### src/rtl/cnt_share_arbiter.sv
// ---------------------------------------------------------------------------
// cnt_share_arbiter
//
// Round-robin arbiter that time-shares one up-counter among NREQ requesters.
// A granted requester owns the counter for (terminal count + 1) cycles and
// then receives a one-cycle done pulse. A requester that withdraws while it
// holds the counter aborts the run; it gets no done pulse.
//
// Handshake (req/grant): req[i] is a level. It is raised to ask for the
// counter and held for the whole ownership. grant[i] answers it, and
// done[i] marks normal completion. The requester drops req[i] on done[i].
// Dropping req[i] while grant[i] is high is an abort.
//
// Ports:
//   clk       in   rising-edge clock
//   reset     in   asynchronous active-low reset
//   req       in   [NREQ]     request levels
//   load_val  in   [NREQ*CW]  terminal count, slice i = [i*CW +: CW]
//   grant     out  [NREQ]     one-hot owner, zero when idle
//   busy      out             OR of grant
//   cnt       out  [CW]       shared counter value
//   done      out  [NREQ]     one-cycle normal-expiry pulse
//   state_dbg out             1 while the FSM is in RUN
// ---------------------------------------------------------------------------
module cnt_share_arbiter #(
  parameter int NREQ = 4,
  parameter int CW   = 8
) (
  input  logic               clk,
  input  logic               reset,
  input  logic [NREQ-1:0]    req,
  input  logic [NREQ*CW-1:0] load_val,
  output logic [NREQ-1:0]    grant,
  output logic               busy,
  output logic [CW-1:0]      cnt,
  output logic [NREQ-1:0]    done,
  output logic               state_dbg
);

  localparam int RW  = (NREQ > 1) ? $clog2(NREQ) : 1;
  localparam int RW1 = RW + 1;

  typedef enum logic {IDLE = 1'b0, RUN = 1'b1} state_t;

  state_t          state_q, state_d;
  logic [NREQ-1:0] grant_q, grant_d;
  logic [NREQ-1:0] done_q,  done_d;
  logic            busy_q,  busy_d;
  logic [CW-1:0]   cnt_q,   cnt_d;
  logic [CW-1:0]   tc_q,    tc_d;
  logic [RW-1:0]   rr_q,    rr_d;
  logic [RW-1:0]   gidx_q,  gidx_d;

  // Round-robin pick: first set req bit at or above rr_q, wrapping at NREQ.
  // The scan index is kept one bit wider so the wrap works for any NREQ,
  // not just powers of two.
  logic            pick_vld;
  logic [RW-1:0]   pick_idx;
  logic [RW-1:0]   pick_nxt;
  logic [RW1-1:0]  scan_idx;
  logic [CW-1:0]   pick_tc;

  always_comb begin
    pick_vld = 1'b0;
    pick_idx = '0;
    scan_idx = '0;
    for (int k = 0; k < NREQ; k++) begin
      scan_idx = {1'b0, rr_q} + RW1'(k);
      if (scan_idx >= RW1'(NREQ)) begin
        scan_idx = scan_idx - RW1'(NREQ);
      end
      if (!pick_vld && req[scan_idx[RW-1:0]]) begin
        pick_vld = 1'b1;
        pick_idx = scan_idx[RW-1:0];
      end
    end
    pick_nxt = (pick_idx == RW'(NREQ - 1)) ? '0 : pick_idx + RW'(1);
    pick_tc  = load_val[pick_idx*CW +: CW];
  end

  // Next-state and registered outputs.
  always_comb begin
    state_d = state_q;
    grant_d = grant_q;
    cnt_d   = cnt_q;
    tc_d    = tc_q;
    rr_d    = rr_q;
    gidx_d  = gidx_q;
    done_d  = '0;
    case (state_q)
      IDLE: begin
        if (pick_vld) begin
          state_d           = RUN;
          grant_d           = '0;
          grant_d[pick_idx] = 1'b1;
          cnt_d             = '0;
          tc_d              = pick_tc;
          rr_d              = pick_nxt;
          gidx_d            = pick_idx;
        end
      end
      RUN: begin
        if (!req[gidx_q]) begin
          // Withdrawal beats expiry: counter is cleared, no done pulse.
          state_d = IDLE;
          grant_d = '0;
          cnt_d   = '0;
        end else if (cnt_q == tc_q) begin
          // Normal expiry: counter keeps the terminal value.
          state_d        = IDLE;
          grant_d        = '0;
          done_d[gidx_q] = 1'b1;
        end else begin
          cnt_d = cnt_q + CW'(1);
        end
      end
      default: begin
        state_d = IDLE;
        grant_d = '0;
      end
    endcase
    busy_d = |grant_d;
  end

  always_ff @(posedge clk or negedge reset) begin
    if (!reset) begin
      state_q <= IDLE;
      grant_q <= '0;
      done_q  <= '0;
      busy_q  <= 1'b0;
      cnt_q   <= '0;
      tc_q    <= '0;
      rr_q    <= '0;
      gidx_q  <= '0;
    end else begin
      state_q <= state_d;
      grant_q <= grant_d;
      done_q  <= done_d;
      busy_q  <= busy_d;
      cnt_q   <= cnt_d;
      tc_q    <= tc_d;
      rr_q    <= rr_d;
      gidx_q  <= gidx_d;
    end
  end

  assign grant     = grant_q;
  assign done      = done_q;
  assign busy      = busy_q;
  assign cnt       = cnt_q;
  assign state_dbg = (state_q == RUN);

endmodule

### config.mk
export PLATFORM = sky130hd
export DESIGN_NAME = cnt_share_arbiter
export DESIGN_NICKNAME = d
export VERILOG_FILES = /design/src/rtl/cnt_share_arbiter.sv
export SDC_FILE = /design/constraint.sdc
export NUM_CORES = 1
export LEC_CHECK = 0
export CAP_MARGIN = 20
export CORE_AREA = 2 2 56 58
export CTS_BUF_LIST = sky130_fd_sc_hd__clkbuf_16
export CTS_CLUSTER_SIZE = 20
export DETAILED_ROUTE_END_ITERATION = 10
export DIE_AREA = 0 0 58 60
export DONT_BUFFER_PORTS = 1
export PLACE_DENSITY = 0.78
export SETUP_SLACK_MARGIN = 0.02
export SLEW_MARGIN = 20
export SYNTH_ARGS = -nofsm -noshare
export SYNTH_HDL_FRONTEND = slang
export SYNTH_SLANG_ARGS = --single-unit
### constraint.sdc
create_clock -name clk -period 4.6 [get_ports clk]
set_input_delay 0.46 -clock clk [delete_from_list [all_inputs] [get_ports clk]]
set_output_delay 0.46 -clock clk [all_outputs]
set_load 0.01 [all_outputs]
==> results of run 1 <==
flip-flops by register name, indices dropped and copies added (netlist names):
| register | count |
|---|---|
| rr_q | 2 |
| tc_q | 8 |
| busy | 1 |
| cnt | 8 |
| state_dbg | 1 |
| gidx_q | 2 |
| done | 4 |
| grant | 4 |
power groups by stage:
| stage | clock network (W) | registers [W] | logic (W) |
|---|---|---|---|
| finish | 0.000297 | 0.000462 | 0.000439 |
| global route | 0.000315 | 0.000474 | 0.000495 |
| CTS | 0.000302 | 0.000462 | 0.000441 |
| detailed placement | 0 | 0.000465 | 0.000435 |
| global placement | 0 | 0.000460 | 0.000412 |
| floorplan | 0 | 0.000436 | 0.000370 |
metrics by stage:
step / instances / instance area, µm² / setup WS, ps / total power (W)
finish: 217 / 1930 / 1780 / 0.00120
global route: 217 / 1930 / 1420 / 0.00128
detailed placement: 208 / 1770 / 1790 / 0.000900
global placement: 208 / 1770 / 2000 / 0.000872
CTS: 217 / 1930 / 1770 / 0.00121
floorplan: 181 / 1760 / 2750 / 0.000807
final cells by class:
class / instances / area share
Multi-Input combinational cell: 143 / 0.505
Sequential cell: 30 / 0.389
Clock buffer: 5 / 0.0648
Tap cell: 33 / 0.0214
Timing Repair Buffer: 1 / 0.0104
Clock inverter: 3 / 0.00583
Inverter: 2 / 0.00389
Yosys cell counts, types with 3 or more instances:
cell	number
a22o_1	3
o211ai_1	8
o21ai_0	11
nand2b_1	6
nand3_1	4
dfrtp_1	30
nand4_1	4
xnor2_1	8
and3_1	8
nand2_1	21
a21o_1	3
mux2i_1	10
a21boi_0	8
clkbuf_1	4
nor2_1	9
worst max path at each step:
stage                 start     end  slack (ps)  depth (start not counted)
floorplan            req[3]  cnt[7]        2750                          5
global placement    rr_q[1]    busy        2000                          6
detailed placement  rr_q[1]    busy        1790                          6
CTS                 rr_q[1]    busy        1770                          6
global route        rr_q[1]    busy        1420                          6
finish              rr_q[1]    busy        1780                          6
worst max-delay path: stages (launching register included):
cell and delay (ps):
dfrtp_1 450, mux2i_1 160, a2bb2oi_1 760, nand2_1 600
ha_1 420, a211oi_1 170, o22ai_1 110
routing by layer:
| layer | track usage | share of wire | up-vias |
|---|---|---|---|
| li1 | - | - | 687 |
| met1 | 0.322 | 0.46 | 658 |
| met2 | 0.403 | 0.47 | 60 |
| met3 | 0.0584 | 0.065 | 4 |
| met4 | 0.0897 | 0.011 | 0 |
| met5 | 0 | 0 | - |
what timing repair did:
item	in CTS	in global routing
endpoints found under the hold margin	30	0
setup buffers	0	0
gates resized for setup	0	0
endpoints found under the setup margin	0	0
hold buffers	1	0
kinds of logic after synthesis:
logic type / after synthesis / synth area share
simple gates: 68 / 0.207
compound gates: 54 / 0.222
flops: 30 / 0.426
mux: 11 / 0.0695
xor+xnor: 8 / 0.0397
buf+inv: 8 / 0.0220
fa+ha+maj: 2 / 0.0142
==> reports/summary.txt, run 1 <==
CLOCK TREE
-------------------------------------------------------------------------------------------
Maximum clock path buffer count ..............................................            2
Clock slew at reported path FFs ..............................................        50 ps
Clk Latency, worst-skew pair .................................................       270 ps
Clock tree from TritonCTS ....................................................          yes
Number of H-tree levels ......................................................            2
Clk Tree Root Cell ...........................................................    clkbuf_16
Clock sink count .............................................................           30
Inserted Clock Buffers .......................................................            5

SYNTH
-------------------------------------------------------------------------------------------
Top cells by area, synth ..................................................... dfrtp_1 43%, mux2i_1 5.7%, nand2_1 4.5%
Post-synthesis instance area .................................................     1760 µm²
Flip-flop and latch count after synthesis ....................................           30
Proportion of synthesized chip area in sequential cells ......................        0.426
Dominant register cell in the synthesized netlist ............................      dfrtp_1
Post-synthesis instance total ................................................          181
Avg Inst Size Synth ..........................................................     9.75 µm²
Share of flip-flops with an asynchronous set or reset after synthesis ........         1.00
Net count after synthesis ....................................................          221
Warnings, synthesis ..........................................................            0
Yosys cell types .............................................................           49
Leading area contributor after synthesis .....................................      dfrtp_1
Post-synth EDFFs .............................................................            0
Portion of synthesized cell area occupied by the leading cell type ...........        0.426

FLOORPLAN
-------------------------------------------------------------------------------------------
Vert. Die Dim ................................................................        60 µm
Core Box Area ................................................................     2900 µm²
Effective utilization at floorplan ...........................................        0.608
FP Rows ......................................................................           20
Die Area .....................................................................     3480 µm²
X dimension of the die .......................................................        58 µm
Number of placed I/O pins ....................................................           56

PLACED DESIGN
-------------------------------------------------------------------------------------------
Gpl congestion ...............................................................        0.778
HPWL Detailed ................................................................      2.84 mm
Number of buffers inserted by port buffering .................................            0

POWER AND IR DROP
-------------------------------------------------------------------------------------------
Sw Pwr .......................................................................   0.000455 W
Combinational Power Share ....................................................        0.366
Power share of the sequential group ..........................................        0.386
Power per unit of standard cell area .........................................   621 nW/µm²
Int Pwr ......................................................................   0.000743 W
Lkg Pwr ......................................................................     0.868 nW
Maximum VDD drop .............................................................   0.000492 V
Portion of total power attributed to the clock network .......................        0.248
Switching part of the total power ............................................        0.380

STA
-------------------------------------------------------------------------------------------
Share of the clock period used by the worst path after layout ................        0.613
Worst-Margin Slew ............................................................       942 ps
F_max ........................................................................      354 MHz
Worst Clk Skew ...............................................................      6.97 ps
RSZ-0062 raised after global routing .........................................           no
Number of slew-limit violations in the final report ..........................            0
Smallest hold slack ..........................................................      5.70 ps
Minimum clock period .........................................................      2820 ps
Setup violations, final ......................................................            0
Worst slew margin relative to its limit ......................................        0.369
TNS Setup ....................................................................         0 ps
Total count of hold-check failures in the final report .......................            0

WORST SETUP PATH
-------------------------------------------------------------------------------------------
Required time of the worst setup path ........................................      4730 ps
End of the worst register-to-register path ...................................         busy
Critical Path Start Type .....................................................         flop
Beginning of the worst register-to-register path .............................      rr_q[1]
Crit Path Class .............................................................. flop to flop
Worst reg-to-reg path cell count .............................................            6
Highest fanout seen on the critical path .....................................           18
Worst reg2reg setup slack ....................................................      1780 ps
Arr. time, crit path .........................................................      2950 ps
CP endpoint kind .............................................................         flop

FINISH
-------------------------------------------------------------------------------------------
Top library cells by usage in the layout, fill and taps aside ................ 30 x dfrtp_1, 21 x nand2_1, 11 x o21ai_0, 10 x mux2i_1, 9 x nor2_1
Share of cells above drive strength 1 ........................................       0.0761
Multi-input gate area in the final layout ....................................      975 µm²
Area grow syn2layout .........................................................        9.43%
Most common cell after layout, fill and taps aside ...........................      dfrtp_1
Nets .........................................................................          223
Diodes inserted ..............................................................            0
Post-route core utilization ..................................................        0.665
Count of filler cells inserted in the layout .................................          240
FF+latch area ................................................................      751 µm²

DRT
-------------------------------------------------------------------------------------------
Post-route ant nets ..........................................................            0
Total via count after detailed routing .......................................        1,409
Routed wirelength normalized by instance count ...............................      17.2 µm
Average vias per placed instance .............................................         6.49
DRC violations left ..........................................................            0
Number of design-rule violations left by the first detailed-router iteration .           85
First-pass DRT Iterations ....................................................            4
Aggregate routed wire length .................................................      3.74 mm

GLOBAL ROUTE
-------------------------------------------------------------------------------------------
Global-route wire length before repair .......................................      6.37 mm
Gr ovfl total ................................................................            0
Global Route Usage Sum .......................................................        0.247
Maximum number of pins on one net before global-route repair .................           31
Via count of the first global-routing pass ...................................        1,341
Initial antenna violation count ..............................................            0

OUTCOME
-------------------------------------------------------------------------------------------
Outcome ......................................................................    completed

FLOW RUN
-------------------------------------------------------------------------------------------
Max-capacitance violation count ..............................................            0

HOLD PATH
-------------------------------------------------------------------------------------------
Path class of the lowest-slack min-delay path ................................ input pin to asynchronous set/reset pin

Power figures use the tool's default switching activity.
==> run 2: changes to the inputs <==
- CORE_AREA: 2 2 56 58 -> 2 2 57 59
- DIE_AREA: 0 0 58 60 -> 0 0 59 61
- PLACE_DENSITY: 0.78 -> 0.76
- clock period: 4.6 -> 2.7 ns (I/O delays scaled with it)
==> run 2 against run 1 <==
- clock skew fell by 1.0 ps
- critical path type unchanged
- utilization fell by 0.24 points
- critical path depth fell by 1
- largest cell class unchanged
- cell count rose by 1.4%
- register-to-register slack got worse by 1000 ps
- global-route usage rose by 0.20 points
- largest power group unchanged
==> reports/summary.txt, run 2 (synthesis results as in run 1) <==
STA
-------------------------------------------------------------------------------------------
TNS Setup ....................................................................         0 ps   unchanged
Worst-Margin Slew ............................................................       632 ps   -310 ps
RSZ-0062 raised after global routing .........................................           no
Crit path setup slack, layout ................................................       737 ps   -1040 ps
Worst slew margin relative to its limit ......................................        0.574   +0.205
F_max ........................................................................      510 MHz   +44%
Smallest hold slack ..........................................................       224 ps   +218 ps
Minimum clock period .........................................................      1960 ps   -859 ps
Number of slew-limit violations in the final report ..........................            0   unchanged
Total count of hold-check failures in the final report .......................            0   unchanged
Worst Clk Skew ...............................................................      5.96 ps   -1.02 ps
Setup violations, final ......................................................            0   unchanged
Share of the clock period used by the worst path after layout ................        0.727   +0.113

CLOCK TREE
-------------------------------------------------------------------------------------------
Clk Tree Root Cell ...........................................................    clkbuf_16
Clock sink count .............................................................           30   unchanged
Clk Latency, worst-skew pair .................................................       280 ps   about the same
Maximum clock path buffer count ..............................................            2   unchanged
Number of H-tree levels ......................................................            2   unchanged
Inserted Clock Buffers .......................................................            5   unchanged
Clock tree from TritonCTS ....................................................          yes
Clock slew at reported path FFs ..............................................        50 ps   about the same
Buffers inserted during post-CTS setup optimization ..........................            0   unchanged

WORST SETUP PATH
-------------------------------------------------------------------------------------------
Critical Path Start Type .....................................................         flop
Arr. time, crit path .........................................................      2160 ps   -790 ps
Crit Path Class .............................................................. flop to flop
Highest fanout seen on the critical path .....................................            8   -10
Required time of the worst setup path ........................................      2900 ps   -1830 ps
CP endpoint kind .............................................................         flop
Worst reg-to-reg path cell count .............................................            5   -1

HOLD PATH
-------------------------------------------------------------------------------------------
Cell depth of the worst hold path ............................................            2
Path class of the lowest-slack min-delay path ................................ input pin to flop

PLACED DESIGN
-------------------------------------------------------------------------------------------
Pre-CTS setup slack ..........................................................       769 ps   -1020 ps
Number of buffers inserted by port buffering .................................            0   unchanged
HPWL Detailed ................................................................      2.82 mm   -0.50%
Instance count after placement with tap cells included .......................          210   +0.96%
Placed Area ..................................................................     1790 µm²   +0.85%
Gpl congestion ...............................................................        0.863   +11%

GLOBAL ROUTE
-------------------------------------------------------------------------------------------
Maximum number of pins on one net before global-route repair .................           31   unchanged
Via count of the first global-routing pass ...................................        1,410   +5.1%
Initial antenna violation count ..............................................            0   unchanged
Gr ovfl total ................................................................            0   unchanged
Global-route wire length before repair .......................................      6.55 mm   +2.8%
Global Route Usage Sum .......................................................        0.249   +0.00200

DRT
-------------------------------------------------------------------------------------------
Number of design-rule violations left by the first detailed-router iteration .           56   -34%
Total via count after detailed routing .......................................        1,452   +3.1%
Average vias per placed instance .............................................         6.60   +1.6%
DRC violations left ..........................................................            0   unchanged
Post-route ant nets ..........................................................            0   unchanged
Aggregate routed wire length .................................................      3.85 mm   +2.9%
Routed wirelength normalized by instance count ...............................      17.5 µm   +1.5%
First-pass DRT Iterations ....................................................            4   unchanged

FINISH
-------------------------------------------------------------------------------------------
Diodes inserted ..............................................................            0   unchanged
Non-Filler Cell Area, Final ..................................................     1960 µm²   +1.4%
Number of cells in the finished layout apart from fillers ....................          220   +1.4%
Area grow syn2layout .........................................................        10.9%
Multi-input gate area in the final layout ....................................      975 µm²   unchanged
FF+latch area ................................................................      751 µm²   unchanged
Most common cell after layout, fill and taps aside ...........................      dfrtp_1
Top library cells by usage in the layout, fill and taps aside ................ 30 x dfrtp_1, 21 x nand2_1, 11 x o21ai_0, 10 x mux2i_1, 9 x nor2_1
Nets .........................................................................          226   +1.3%
Share of cells above drive strength 1 ........................................       0.0909   +0.0148
Count of filler cells inserted in the layout .................................          238   -0.83%

FLOORPLAN
-------------------------------------------------------------------------------------------
Effective utilization at floorplan ...........................................        0.597   -0.0103
Core Box Area ................................................................     2950 µm²   +1.7%
Die Area .....................................................................     3600 µm²   +3.4%
X dimension of the die .......................................................        59 µm   +1.7%
FP Rows ......................................................................           20   unchanged
Vert. Die Dim ................................................................        61 µm   +1.7%
Number of placed I/O pins ....................................................           56   unchanged

POWER AND IR DROP
-------------------------------------------------------------------------------------------
Lkg Pwr ......................................................................     0.888 nW   +2.3%
Power per unit of standard cell area .........................................  1060 nW/µm²   +71%
Maximum VDD drop .............................................................   0.000555 V   +13%

OUTCOME
-------------------------------------------------------------------------------------------
Outcome ......................................................................    completed

FLOW RUN
-------------------------------------------------------------------------------------------
Max-capacitance violation count ..............................................            0   unchanged

[run 2: final cells by class]
class	count	share of cell area
multi-input cells	143	0.498
inverters	2	0.00384
clock buffers	5	0.0639
flip-flops and latches	30	0.384
repair buffers	4	0.0230
clock inverters	3	0.00639
well taps	33	0.0211
[run 2: worst paths after layout]
| check | from | end | slack [ps] |
|---|---|---|---|
| min in group asynchronous | reset | tc_q[1] | 430 |
| worst max-delay path | gidx_q[0] | cnt[7] | 740 |
| max in group asynchronous | reset | tc_q[7] | 2100 |
| worst min register to register | tc_q[6] | tc_q[6] | 520 |
| worst max register to register | gidx_q[0] | cnt[7] | 740 |
| worst min-delay path | load_val[14] | tc_q[6] | 220 |
[run 2: what timing repair did]
action,4_1_cts,5_1_grt
endpoints found under the hold margin,30,0
gates resized for setup,0,0
hold buffers,2,0
[run 2: worst max-delay path, stage by stage (launching register included)]
cell	delay (ps)
dfrtp_1	430
mux4_2	590
nand2_4	140
nor3_2	70
or4_1	500
a21boi_1	140
[run 2: stage by stage]
step                      utilization  power (W)
final                           0.663    0.00208
after floorplan                     -    0.00137
after CTS                       0.663    0.00208
after detailed placement        0.606    0.00154
after global placement          0.606    0.00150
after global routing            0.663    0.00223
[run 2: power by group]
part,internal [W],switching [W],total (W)
registers,0.000596,0.000185,0.000782
clock network,0.000331,0.000183,0.000514
logic,0.000355,0.000426,0.000781
total,0.00128,0.000794,0.00208
[run 2: metal layers]
metal	routed length, µm	share of wire	vias up	GRT usage
li1	-	-	686	-
met5	0	0	-	0
met2	1820	0.47	80	0.387
met4	100	0.026	0	0.156
met1	1590	0.41	673	0.302
met3	341	0.089	13	0.0768
==> run 3: changes to the inputs <==
- ABC_AREA: not set -> 1
- CORE_AREA: 2 2 57 59 -> 2 2 65 67
- DIE_AREA: 0 0 59 61 -> 0 0 67 69
- PLACE_DENSITY: 0.76 -> 0.73
- clock period: 2.7 -> 1.8 ns (I/O delays scaled with it)
==> run 3 against run 2 <==
- the run now ends with negative setup slack left
- register-to-register slack lost 860 ps
- synthesized area rose by 21%
- via count rose by 48%
- non-clock buffer count is 35 higher
- maximum frequency grew 1.9%
- combinational power grew to 6.6 times the previous value
- hold slack worse by 110 ps
- global-route usage fell by 1.1 points
- clock power increased by 57%
- cell area rose by 54%
- critical endpoint is now tc_q[3]
- largest cell class unchanged
- highest routed layer unchanged
==> reports/summary.txt, run 3 <==
CLOCK TREE
-------------------------------------------------------------------------------------------
Clock sink count .............................................................           30   unchanged
Clock tree from TritonCTS ....................................................          yes
Clk Tree Root Cell ...........................................................    clkbuf_16
Clk Latency, worst-skew pair .................................................       280 ps   about the same
Inserted Clock Buffers .......................................................            5   unchanged
Number of H-tree levels ......................................................            2   unchanged
Maximum clock path buffer count ..............................................            2   unchanged
Clock slew at reported path FFs ..............................................        60 ps   about the same

DRT
-------------------------------------------------------------------------------------------
Total via count after detailed routing .......................................        2,156   +48%
Routed wirelength normalized by instance count ...............................      16.4 µm   -6.3%
DRC violations left ..........................................................            0   unchanged
Average vias per placed instance .............................................         5.66   -14%
Aggregate routed wire length .................................................      6.25 mm   +62%
First-pass DRT Iterations ....................................................            4   unchanged
Number of design-rule violations left by the first detailed-router iteration .          123   +120%
Post-route ant nets ..........................................................            0   unchanged

FLOORPLAN
-------------------------------------------------------------------------------------------
Die Area .....................................................................     4620 µm²   +28%
Number of placed I/O pins ....................................................           56   unchanged
FP Rows ......................................................................           23   +15%
Core Box Area ................................................................     3910 µm²   +33%
Effective utilization at floorplan ...........................................        0.543   -0.0540
Vert. Die Dim ................................................................        69 µm   +13%
X dimension of the die .......................................................        67 µm   +14%

GLOBAL ROUTE
-------------------------------------------------------------------------------------------
Maximum number of pins on one net before global-route repair .................           31   unchanged
Initial antenna violation count ..............................................            0   unchanged
Global-route wire length before repair .......................................      8.56 mm   +31%
Gr ovfl total ................................................................            0   unchanged
Via count of the first global-routing pass ...................................        1,896   +34%
Global Route Usage Sum .......................................................        0.238   -0.0112

SYNTH
-------------------------------------------------------------------------------------------
Warnings, synthesis ..........................................................            0   unchanged
Flip-flop and latch count after synthesis ....................................           30   unchanged
Xor and xnor area share after synthesis ......................................       0.0494   +0.00970
Proportion of synthesized chip area in sequential cells ......................        0.353   -0.0726
Portion of synthesized cell area occupied by the leading cell type ...........        0.353   -0.0726
Adder-Cell Fraction of Synth Area ............................................       0.0118   -0.00242
Post-synthesis instance total ................................................          289   +60%
Share of flip-flops with an asynchronous set or reset after synthesis ........         1.00   unchanged
Leading area contributor after synthesis .....................................      dfrtp_1
Simple-gate portion of the synthesized area ..................................        0.436   +0.229
Top cells by area, synth ..................................................... dfrtp_1 35%, nand2_1 19%, nand3_1 4.9%
Cell with the most instances after synthesis .................................      nand2_1
Portion of netlist area occupied by mux cells ................................            0   -0.0695
Post-synth EDFFs .............................................................            0   unchanged
Dominant register cell in the synthesized netlist ............................      dfrtp_1
Post-synthesis instance area .................................................     2130 µm²   +21%
Synth top cells by count ..................................................... 107 x nand2_1, 30 x dfrtp_1, 21 x nand3_1
Avg Inst Size Synth ..........................................................     7.36 µm²   -24%
Yosys cell types .............................................................           29   -41%
Combinational family with the most area after synthesis ...................... simple AND/OR/NAND/NOR gates
Synth Area in Compound Gates .................................................       0.0735   -0.148
Net count after synthesis ....................................................          329   +49%

HOLD PATH
-------------------------------------------------------------------------------------------
Path class of the lowest-slack min-delay path ................................ input pin to flop

PLACED DESIGN
-------------------------------------------------------------------------------------------
Placed Area ..................................................................     2440 µm²   +36%
Gpl congestion ...............................................................        0.848   -1.8%
HPWL Detailed ................................................................      3.80 mm   +35%
Number of buffers inserted by port buffering .................................            0   unchanged
Instance count after placement with tap cells included .......................          363   +73%
Pre-CTS setup slack ..........................................................     -48.1 ps   -817 ps

WORST SETUP PATH
-------------------------------------------------------------------------------------------
Required time of the worst setup path ........................................      1960 ps   -940 ps
Crit Path Class .............................................................. flop to flop
Highest fanout seen on the critical path .....................................            7   -1
Arr. time, crit path .........................................................      2090 ps   -70 ps
CP endpoint kind .............................................................         flop
Critical Path Start Type .....................................................         flop

STA
-------------------------------------------------------------------------------------------
Crit path setup slack, layout ................................................      -126 ps   -863 ps
Setup violations, final ......................................................           20   +20
Worst slew margin relative to its limit ......................................        0.771   +0.197
Number of slew-limit violations in the final report ..........................            0   unchanged
Worst-Margin Slew ............................................................       343 ps   -289 ps
F_max ........................................................................      519 MHz   +1.9%
RSZ-0062 raised after global routing .........................................          yes
Worst Clk Skew ...............................................................      6.57 ps   +0.618 ps
Total count of hold-check failures in the final report .......................            0   unchanged
Share of the clock period used by the worst path after layout ................         1.07   +0.343
Minimum clock period .........................................................      1930 ps   -37.0 ps

FINISH
-------------------------------------------------------------------------------------------
Number of cells in the finished layout apart from fillers ....................          381   +73%
Non-Filler Cell Area, Final ..................................................     3010 µm²   +54%
Most common cell after layout, fill and taps aside ...........................      nand2_1
Nets .........................................................................          370   +64%
Count of filler cells inserted in the layout .................................          264   +11%
Multi-input gate area in the final layout ....................................     1540 µm²   +58%
Area grow syn2layout .........................................................        41.4%
Top library cells by usage in the layout, fill and taps aside ................ 77 x nand2_1, 29 x dfrtp_1, 29 x buf_4, 22 x nand2_2, 20 x nand2_4
Share of cells above drive strength 1 ........................................        0.435   +0.344
Diodes inserted ..............................................................            0   unchanged
FF+latch area ................................................................      752 µm²   +0.17%

FLOW RUN
-------------------------------------------------------------------------------------------
Max-capacitance violation count ..............................................            0   unchanged

POWER AND IR DROP
-------------------------------------------------------------------------------------------
Power per unit of standard cell area .........................................  2350 nW/µm²   +120%
Maximum VDD drop .............................................................    0.00221 V   +300%
Lkg Pwr ......................................................................      1.49 nW   +68%

OUTCOME
-------------------------------------------------------------------------------------------
Failing checks ............................................................... negative setup slack
Outcome ...................................................................... finished, violations left

[run 3: final cells by class]
class,count,share of cell area
timing repair inverter,1,0.00291
multi-input combinational,227,0.514
inverter,26,0.0383
sequential,30,0.250
clock inverter,3,0.00541
tap,50,0.0208
clock buffer,5,0.0416
timing repair buffer,39,0.127
[run 3: critical path: stages (launching register included)]
cell	delay (ps)
dfrtp_1	380
buf_6	180
clkinv_8	100
nand2_2	70
nand2_2	60
nand2_2	80
nand2_4	70
nand2_4	80
nand2_4	50
nand2_4	70
nand3_4	170
clkbuf_16	220
nand2_4	60
o21ai_2	50
nand2_1	80
nand3_2	70
[run 3: kinds of logic after synthesis]
family / count (synthesis)
and+or+nand+nor: 189
xor gates and xnor gates: 12
AOI/OAI and AO/OA: 24
DFF: 30
buffers and inverters: 32
adders and majority gates: 2
[run 3: routing by layer]
metal | GRT usage | wire [µm] | up-vias
li1 | - | - | 1016
met1 | 0.327 | 2550 | 1011
met2 | 0.380 | 3020 | 105
met3 | 0.0294 | 462 | 24
met4 | 0.0839 | 220 | 0
met5 | 0 | 0 | -
[run 3: power breakdown]
part           total (W)  internal [W]  leakage [nW]  switching [W]
logic            0.00512       0.00220          1.04        0.00292
clock network   0.000807      0.000504        0.0672       0.000304
registers        0.00113      0.000896         0.391       0.000236
[run 3: path summary, 6_finish.rpt]
| kind | startpoint | end | slack (ps) | cells after the start |
|---|---|---|---|---|
| max in group asynchronous | reset | rr_q[1] | 1280 | 2 |
| worst max register to register | rr_q[0] | tc_q[3] | -130 | 15 |
| worst min register to register | gidx_q[1] | done[0] | 470 | 1 |
| worst min-delay path | load_val[16] | tc_q[0] | 110 | 4 |
| min in group asynchronous | reset | gidx_q[1] | 340 | 2 |
| worst max-delay path | rr_q[0] | tc_q[3] | -130 | 15 |
[run 3: repair_timing]
| action | in CTS | in global routing |
|---|---|---|
| setup buffers | 0 | 4 |
| hold buffers | 2 | 0 |
| gates cloned | 0 | 4 |
| pin swaps | 0 | 24 |
| gates resized for setup | 4 | 72 |
| endpoints found under the setup margin | 11 | 23 |
| hold endpoints to repair | 30 | 0 |
[run 3: metrics by stage]
step	total power (W)	TNS (ps)	util	hold slack, ps
after global routing	0.00753	-3060	0.768	118
after floorplan	0.00375	-2.07	-	-116
final	0.00706	-1510	0.768	112
after detailed placement	0.00473	-126	0.623	-115
after CTS	0.00561	-18.9	0.670	126
after global placement	0.00466	0	0.623	-115
